[config.mk]
export PLATFORM = sky130hd
export DESIGN_NAME = mimosa_clock_sequencer
export DESIGN_NICKNAME = d
export VERILOG_FILES = /design/src/rtl/mimosa_clock_sequencer.sv
export SDC_FILE = /design/constraint.sdc
export NUM_CORES = 1
export LEC_CHECK = 0
export CAP_MARGIN = 25
export CORE_ASPECT_RATIO = 0.9
export CORE_MARGIN = 3
export CORE_UTILIZATION = 47
export CTS_CLUSTER_SIZE = 8
export DETAILED_ROUTE_END_ITERATION = 8
export PLACE_DENSITY = 0.88
export SLEW_MARGIN = 10
export SYNTH_ARGS = -nofsm -noshare
export SYNTH_HDL_FRONTEND = slang
export SYNTH_SLANG_ARGS = --single-unit
[constraint.sdc]
create_clock -name clk -period 2.8 [get_ports clk]
set_input_delay 0.28 -clock clk [delete_from_list [all_inputs] [get_ports clk]]
set_output_delay 0.28 -clock clk [all_outputs]
set_load 0.005 [all_outputs]
[src/rtl/mimosa_clock_sequencer.sv]
// mimosa_clock_sequencer: gated, divided model clock under RUN/STEP/BURST/HALT control.
// Ports: clk, rst_n | cmd_valid/cmd_ready/cmd_op/cmd_count, abort | model_clk, tick, done,
//        state, remaining, tick_total. Define MIMOSA_SEQ_TICK_COUNTER_EN to build tick_total.
module mimosa_clock_sequencer #(
  parameter int unsigned PRESCALER = 5208
) (
  input  logic        clk,
  input  logic        rst_n,
  input  logic        cmd_valid,
  output logic        cmd_ready,
  input  logic [1:0]  cmd_op,
  input  logic [15:0] cmd_count,
  input  logic        abort,
  output logic        model_clk,
  output logic        tick,
  output logic        done,
  output logic [1:0]  state,
  output logic [15:0] remaining,
  output logic [31:0] tick_total
);

  localparam int unsigned CW = $clog2(PRESCALER);
  localparam logic [CW-1:0] LAST = CW'(PRESCALER - 1);
  localparam logic [CW-1:0] FALL = CW'(PRESCALER / 2 - 1);

  typedef enum logic [1:0] {
    S_IDLE  = 2'b00,
    S_RUN   = 2'b01,
    S_COUNT = 2'b10,
    S_DRAIN = 2'b11
  } state_t;

  state_t        st_q;
  state_t        st_d;
  logic [CW-1:0] cnt_q;
  logic [CW-1:0] cnt_d;
  logic          clk_d;
  logic          tick_d;
  logic          done_d;
  logic [15:0]   rem_d;

  logic wrap;
  logic fall;
  logic due;
  logic accept;
  logic op_halt;
  logic op_run;
  logic op_step;
  logic op_burst;

  assign op_halt  = cmd_op == 2'b00;
  assign op_run   = cmd_op == 2'b01;
  assign op_step  = cmd_op == 2'b10;
  assign op_burst = cmd_op == 2'b11;

  assign cmd_ready = !abort && (st_q == S_IDLE || st_q == S_RUN);
  assign accept    = cmd_valid && cmd_ready;

  assign wrap = cnt_q == LAST;
  assign fall = cnt_q == FALL;
  // DRAIN keeps the phase counter running but never starts a new period.
  assign due  = wrap && (st_q == S_RUN || st_q == S_COUNT);

  assign state = st_q;

  always_comb begin
    st_d   = st_q;
    cnt_d  = cnt_q;
    clk_d  = model_clk;
    tick_d = 1'b0;
    done_d = 1'b0;
    rem_d  = remaining;

    if (st_q != S_IDLE) begin
      cnt_d = wrap ? '0 : cnt_q + 1'b1;
      if (fall) clk_d = 1'b0;
      if (due) begin
        clk_d  = 1'b1;
        tick_d = 1'b1;
      end
    end

    unique case (st_q)
      S_IDLE: begin
        cnt_d = '0;
        clk_d = 1'b0;
        if (accept) begin
          unique case (1'b1)
            op_run: st_d = S_RUN;
            op_step: begin
              st_d  = S_COUNT;
              rem_d = 16'd1;
            end
            op_burst: begin
              if (cmd_count != '0) begin
                st_d  = S_COUNT;
                rem_d = cmd_count;
              end else begin
                done_d = 1'b1;
              end
            end
            op_halt: st_d = S_IDLE;
            default: st_d = S_IDLE;
          endcase
        end
      end
      S_RUN: begin
        if (abort || (accept && op_halt)) begin
          st_d  = S_DRAIN;
          rem_d = '0;
        end
      end
      S_COUNT: begin
        if (abort) begin
          st_d  = S_DRAIN;
          rem_d = '0;
        end else if (due) begin
          rem_d = remaining - 16'd1;
          if (remaining == 16'd1) st_d = S_DRAIN;
        end
      end
      S_DRAIN: begin
        // Leave only once the high phase has fully completed.
        if (!model_clk) begin
          st_d   = S_IDLE;
          cnt_d  = '0;
          clk_d  = 1'b0;
          done_d = 1'b1;
        end
      end
      default: st_d = S_IDLE;
    endcase
  end

  always_ff @(posedge clk or negedge rst_n) begin
    if (!rst_n) begin
      st_q      <= S_IDLE;
      cnt_q     <= '0;
      model_clk <= 1'b0;
      tick      <= 1'b0;
      done      <= 1'b0;
      remaining <= '0;
    end else begin
      st_q      <= st_d;
      cnt_q     <= cnt_d;
      model_clk <= clk_d;
      tick      <= tick_d;
      done      <= done_d;
      remaining <= rem_d;
    end
  end

`ifdef MIMOSA_SEQ_TICK_COUNTER_EN
  always_ff @(posedge clk or negedge rst_n) begin
    if (!rst_n) begin
      tick_total <= '0;
    end else if (tick_d && tick_total != '1) begin
      tick_total <= tick_total + 32'd1;
    end
  end
`else
  assign tick_total = '0;
`endif

endmodule

==> flow_summary.yaml <==
outcome:
  status: "complete, no violations"
power_and_ir_drop:
  p_switching_uw: 1350
  p_sw_share_pct: 43.2
  p_comb_share_pct: 56.9
  max-vdd-ir-drop_mv: 0.529
  power.density_mw_per_mm2: 1040
  clockPowerShare_pct: 17.5
  p_int_uw: 1780
  p_leak_uw: 0.00130
  p_seq_share_pct: 25.6
critical_path:
  path_cells: "inv_1 -> ha_1 -> inv_1 -> or4_1 -> a221o_1 -> mux2_4"
  path_common_cell: "inv_1"
  arrival_ps: 2630
  crit_slowest_cell: "or4_1"
  critPathTopFamily: "simple AND/OR/NAND/NOR gates"
  path_class: "flip-flop to flip-flop"
  critPathMaxFanout: 8
  critPathLaunchType: "flip-flop"
  crit_path_end_kind: "flip-flop"
  cp.required_ps: 2970
  cp_slowest_stage_delay_ps: 540
  cp_num_buf_inv: 2
layout:
  drive_above_1_share_pct: 8.54
  diodes: 0
  nets: 357
  area_growth_pct: 22.7
  final_util_pct: 60.9
  num-fill-cells: 417
clocking:
  clock_latency_ps: 300
  tritoncts: "yes"
  clkSinkCount: 34
  numCtsBuffers: 5
  cts_resized: 0
  clk_pin_slew_worst_paths_ps: 80
  postCtsSetupRepairBufs: 0
  cts-hold-fix-buffers: 0
  htreeDepth: 2
  root_buffer: "clkbuf_8"
  clockBufferDepth: 2
logic_synthesis:
  synth_common_cells: "34 x dfrtp_1, 33 x buf_4, 29 x nor2_1"
  avgSynthCellArea_sq_um: 8.79
  synth.most_common_cell: "dfrtp_1"
  yosys-top-cells-area: "dfrtp_1 35%, buf_4 10%, nor2_1 4.5%"
  synthCells: 278
  yosysSeqAreaShare_pct: 34.8
  synth.distinct_cells: 58
  synthArstFlopShare_pct: 100
  synth_top_area_share_pct: 34.8
  synth-seq-cells: 34
  synth_edf_count: 0
  synth_top_area_cell: "dfrtp_1"
  yosys_warnings: 0
  syn-cell-area_sq_mm: 0.00244
  synth_ff_type: "dfrtp_1"
detailed_routing:
  num_vias: 2231
  drt_wl_total_um: 6150
  vias_per_cell: 5.68
  drtIter0Drc: 186
  dr.pass1.iters: 5
  drtAntennaViolNets: 0
  drc: 0
  wl_per_cell_um: 15.6
sta:
  max_slew_margin_pct: 65.1
  slew_violations: 0
  clock.fmax_mhz: 408
  finalCriticalPeriod_ps: 2450
  fin_worst_skew_ps: 10.5
  fin_crit_sh_pct: 87.6
  fin_setup_tns_ps: 0
  rsz0062_at_grt: "false"
  setup_viol: 0
  fin_ws_ps: 346
  tightest_slew_ps: 523
  hold_viol_final: 0
global_routing:
  first_global_vias: 2080
  antenna_found_initial: 0
  grt_usage_pct: 20.9
  gr-total-overflow: 0
  grt_pass1_wl_um: 9890
  grt_max_degree: 35
placed_design:
  place.port_buffers: 43
  place_hpwl_um: 4500
  post-place-ws_ps: 341
  gp_congestion: 0.938
die:
  num_rows: 24
  num_io_pins: 76
  dieArea_sq_mm: 0.00610
  start_util_pct: 49.6
  die_w_um: 82.0
  core_area_sq_mm: 0.00492
  fp.dieH_um: 74.4
worst_hold_path:
  min_path_type: "primary input to asynchronous set/reset pin"
job:
  max_cap_viol_count: 0
final timing paths:
path | to | cells past startpoint | from | slack, ps
max reg2reg | state[1] | 6 | state[1] | 350
min in group clk | remaining[14] | 2 | remaining[14] | 560
min reg2reg | remaining[14] | 2 | remaining[14] | 560
max | state[1] | 6 | state[1] | 350
min | remaining[4] | 2 | rst_n | 390
max in group asynchronous | remaining[13] | 2 | rst_n | 2090
per-stage QoR:
stage / instance area [sq um] / hold WS [ps] / total power [uW] / instances
2_1_floorplan: 2560 / -15.6 / 1860 / 309
3_3_place_gp: 2860 / 528 / 2510 / 385
3_5_place_dp: 2860 / 548 / 2540 / 385
4_1_cts: 3000 / 410 / 3110 / 393
5_1_grt: 3000 / 439 / 3330 / 393
6_report: 3000 / 393 / 3130 / 393
cell type report:
| cell class | count | area [sq um] | share of cell area, % |
|---|---|---|---|
| Multi-Input combinational cell | 219 | 1360 | 45.5 |
| Sequential cell | 34 | 851 | 28.4 |
| Clock buffer | 5 | 68.8 | 2.30 |
| Tap cell | 65 | 81.3 | 2.71 |
| Clock inverter | 3 | 68.8 | 2.30 |
| Timing Repair Buffer | 55 | 520 | 17.4 |
| Inverter | 12 | 45.0 | 1.50 |
registers in the layout (all words and copies together), names as in the netlist:
| register | flops |
|---|---|
| remaining | 16 |
| tick | 1 |
| done | 1 |
| cnt_q | 13 |
| model_clk | 1 |
| state | 2 |
power groups by stage:
stage / sequential, uW / clock, uW / combinational [uW]
3_3_place_gp: 801 / 0 / 1710
3_5_place_dp: 808 / 0 / 1730
5_1_grt: 826 / 571 / 1940
2_1_floorplan: 786 / 0 / 1080
6_report: 800 / 549 / 1780
4_1_cts: 800 / 554 / 1750
cells by family after synthesis:
logic type | Yosys count | share of synthesized area [%]
AO/OA/AOI/OAI | 66 | 18.7
multiplexers | 3 | 1.43
AND/OR/NAND/NOR | 99 | 22.7
other | 1 | 0.154
buffers and inverters | 56 | 14.1
flip-flops | 34 | 34.8
XOR/XNOR | 11 | 3.94
adder cells (fa/ha/maj) | 8 | 4.10
cell usage in the layout (no fill, tap or decap), types with 6 or more instances in the layout:
cell type,count
buf_4,12
a32oi_1,6
ha_1,8
nor3_1,7
clkdlybuf4s50_1,43
xor2_1,7
o21ai_0,8
dfrtp_1,34
nor2b_1,6
a21oi_1,9
nor2_1,29
conb_1,32
a31oi_1,6
inv_1,12
nand2_1,17
o31ai_1,10
metal layers:
metal  track usage [%]  wire, um  up-vias  part of all wire (%)
met5                 0         0        -                     0
met4              7.20       129        0                   2.1
met3              4.48       510       13                   8.3
met2              33.1      2940      123                    48
met1              28.4      2570     1059                    42
li1                  -         -     1036                     -
(Power assumes the default switching activity.)
==> patch 1, RTL diff (same settings) <==
`PRESCALER`: 5208 -> 20832.
--- a/src/rtl/mimosa_clock_sequencer.sv
+++ b/src/rtl/mimosa_clock_sequencer.sv
@@ -2,7 +2,7 @@
 // Ports: clk, rst_n | cmd_valid/cmd_ready/cmd_op/cmd_count, abort | model_clk, tick, done,
 //        state, remaining, tick_total. Define MIMOSA_SEQ_TICK_COUNTER_EN to build tick_total.
 module mimosa_clock_sequencer #(
-  parameter int unsigned PRESCALER = 5208
+  parameter int unsigned PRESCALER = 20832
 ) (
   input  logic        clk,
   input  logic        rst_n,
Behaviour: no difference found for any inputs over 10 cycles, from zero or initial values and one cycle with rst_n low; that may be too few to reach the edited logic, so the function may still have changed.
==> patch 1 against the unedited design <==
- power is 0.97% higher
- area after synthesis rose by 3.1%
- worst setup slack got worse by 110 ps
- sequential power rose by 7.4%
- wire length fell by 1.3%
- sequential cell count is 2 higher
- synthesized cell count increased by 1.4%
- hold slack gained 3.0 ps
- first-iteration DRC count up 19%
- final area grew 1.3%
- highest routed layer unchanged
==> patch 1: results (changes against the unedited design) <==
Main synth FF type=dfrtp_1 (unchanged); most frequent cells after synthesis=dfrtp_1, buf_4, nor2_1 (unchanged); Placement Cell Area=2910 sq um (was 2860 sq um); crit-path max FO=16 (was 8); DR pass1 iterations=5 (unchanged); Worst Hold Class=in -> async (unchanged); largest net degree at the start of global routing=37 (was 35); Syn Inst Count=282 (was 278); vias per inst=5.63 (was 5.68); Peak VDD IR=0.621 mV (was 0.529 mV); Final Skew=5.35 ps (was 10.5 ps); Rel. slew slack=0.373 (was 0.651); Distinct cells, synth=55 (was 58); CP max stage cell=a2111oi_0 (was or4_1); Tot GR Track Use=0.186 (was 0.209); top cells by area, synth=dfrtp_1, buf_4, nor2_1, ha_1, o31ai_1 (unchanged); DP HPWL=4620 um (was 4500 um); fraction of layout cells with a size suffix above 1=0.0793 (was 0.0854); Yosys top cell area share=0.358 (was 0.348); gpl congestion=0.924 (was 0.938); Vias=2,214 (was 2,231); number of fill cells=418 (was 417); global-route wire length before repair=9480 um (was 9890 um); result of the run=finished, final reports clean (unchanged); vias in the first global route=1,930 (was 2,080); 1st-iter DRT viols=222 (was 186)
## patch 1: final cells by class
cell class              count  area share
inverters                   7     0.00865
well taps                  65      0.0268
clock buffers               7      0.0317
clock inverters             1     0.00989
flip-flops and latches     36       0.297
multi-input cells         226       0.465
repair buffers             51       0.162
## patch 1: logic make-up (layout without fill, tap and decap cells)
group,count (synthesis),count (layout),synth area share
and+or+nand+nor,101,101,0.229
muxes,3,3,0.0124
adders and majority gates,8,8,0.0397
xor gates and xnor gates,14,14,0.0487
DFF,36,36,0.358
buffers and inverters,51,66,0.128
AOI/OAI and AO/OA,68,68,0.183
other,1,32,0.00149
## patch 1: where the power goes
part | switching, mW | internal [mW] | total [mW]
registers | 0.187 | 0.673 | 0.859
logic | 1.02 | 0.787 | 1.80
clock network | 0.184 | 0.314 | 0.498
total | 1.39 | 1.77 | 3.16
## patch 1: through the flow
step                 util  hold slack (ps)  setup slack [ps]
floorplan               -            -15.6               419
global placement    0.580              532               368
detailed placement  0.580              535               336
CTS                 0.606              412               296
global route        0.606              449               177
finish              0.606              396               241
## patch 1: path summary, 6_finish.rpt
| path | start | to | slack [ps] | cells past startpoint |
|---|---|---|---|---|
| setup / recovery | cnt_q[0] | remaining[1] | 240 | 6 |
| min in group clk | remaining[7] | remaining[7] | 550 | 2 |
| hold reg to reg | remaining[7] | remaining[7] | 550 | 2 |
| setup reg to reg | cnt_q[0] | remaining[1] | 240 | 6 |
| hold / removal | rst_n | remaining[11] | 400 | 2 |
| max in group asynchronous | rst_n | remaining[3] | 2080 | 2 |
## patch 1: metal layers
layer	part of all wire	wire length [um]	vias up	global-route usage
li1	-	-	1048	-
met1	0.47	2870	1041	0.279
met2	0.45	2720	111	0.281
met3	0.061	368	14	0.0227
met4	0.018	108	0	0.0617
met5	0	0	-	0
==> patch 2, RTL diff (same settings) <==
Without the edit above. The option `MIMOSA_SEQ_TICK_COUNTER_EN` is turned on by a define.
--- a/src/rtl/mimosa_clock_sequencer.sv
+++ b/src/rtl/mimosa_clock_sequencer.sv
@@ -1,6 +1,8 @@
 // mimosa_clock_sequencer: gated, divided model clock under RUN/STEP/BURST/HALT control.
 // Ports: clk, rst_n | cmd_valid/cmd_ready/cmd_op/cmd_count, abort | model_clk, tick, done,
 //        state, remaining, tick_total. Define MIMOSA_SEQ_TICK_COUNTER_EN to build tick_total.
+`define MIMOSA_SEQ_TICK_COUNTER_EN
+
 module mimosa_clock_sequencer #(
   parameter int unsigned PRESCALER = 5208
 ) (
Behaviour: same outputs for any inputs over 10 cycles, from zero or initial values and one cycle with rst_n low; that may be too few to reach the edited logic, so the function may still have changed.
==> patch 2 against the unedited design <==
- sequential power rose by 60%
- wire length rose by 62%
- worst setup slack got worse by 160 ps
- final area rose by 62%
- sequential cell count rose by 32
- count of clock-buffer cells in the layout rose by 6
- maximum frequency fell by 6.1%
- die area rose by 48%
- area after synthesis rose by 52%
- power rose by 24%
- final cell count rose by 46%
- critical path type unchanged
- largest cell class unchanged
==> patch 2: results (changes against the unedited design) <==
H-tree depth=3 (was 2); Synth Area in XOR/XNOR=0.0965 (was 0.0394); result of the run=finished, final reports clean (unchanged); DP HPWL=7140 um (was 4500 um); CTS Hold Buffers Added=1 (was 0); Reg2Reg Depth=5 (was 6); fraction of layout cells with a size suffix above 1=0.0797 (was 0.0854); drt wl/cell=17.4 um (was 15.6 um); Rel. slew slack=0.518 (was 0.651); Net Sw Frac=0.406 (was 0.432); Final Skew=9.78 ps (was 10.5 ps); global-route wire length before repair=16,500 um (was 9890 um); 1st-iter DRT viols=221 (was 186); nets@finish=504 (was 357); WL met1=4220 um (was 2570 um); post-synthesis mux area share=0.0118 (was 0.0143); met3 wire len=908 um (was 510 um); max incr delay on CP=610 ps (was 540 ps); synthesized-area fraction occupied by adder cells=0.0336 (was 0.0410); register area=1650 sq um (was 851 sq um); placed cell count=556 (was 385); P_int=2.31 mW (was 1.78 mW); Non-Filler Instances=573 (was 393); top cells by area, synth=dfrtp_1, xnor2_1, xor2_1, nor2_1, ha_1 (was dfrtp_1, buf_4, nor2_1, ha_1, o31ai_1); Leak=2.06 nW (was 1.30 nW); Worst Hold Class=reg -> reg (was in -> async); Distinct cells, synth=54 (was 58); Vias=3,385 (was 2,231); most frequent cells after synthesis=dfrtp_1, nor2_1, nand2_1 (was dfrtp_1, buf_4, nor2_1); Clk Latency, worst-skew pair=350 ps (was 300 ps); Syn Area/Cell=9.64 sq um (was 8.79 sq um); Tot GR Track Use=0.225 (was 0.209); CTS buffer count=9 (was 5); Seq group=1.28 mW (was 0.800 mW); Peak VDD IR=0.320 mV (was 0.529 mV); compound-cell area share of the yosys netlist=0.127 (was 0.187); crit-path max FO=7 (was 8); IO buf count=75 (was 43); number of fill cells=612 (was 417); gpl congestion=0.900 (was 0.938)
patch 2: path summary, 6_finish.rpt:
check	startpoint	slack (ps)	to
min in group asynchronous	rst_n	540	state[0]
max in group asynchronous	rst_n	1610	tick_total[24]
worst min-delay path	tick_total[5]	500	tick_total[5]
worst max-delay path	cnt_q[7]	190	tick_total[28]
worst max register to register	cnt_q[7]	190	tick_total[28]
worst min register to register	tick_total[5]	500	tick_total[5]
patch 2: area by class of cell:
| class | instances | share of cell area |
|---|---|---|
| clock buffers | 11 | 0.0312 |
| clock inverters | 5 | 0.0129 |
| inverters | 12 | 0.00930 |
| multi-input cells | 294 | 0.402 |
| flip-flops and latches | 66 | 0.341 |
| well taps | 96 | 0.0248 |
| repair buffers | 89 | 0.179 |
patch 2: worst reg2reg max path, delay by kind of cell (launching register included):
family           cells  cell delay, ps
AND/OR/NAND/NOR      4            1920
flip-flops           1             460
XOR/XNOR             1             160
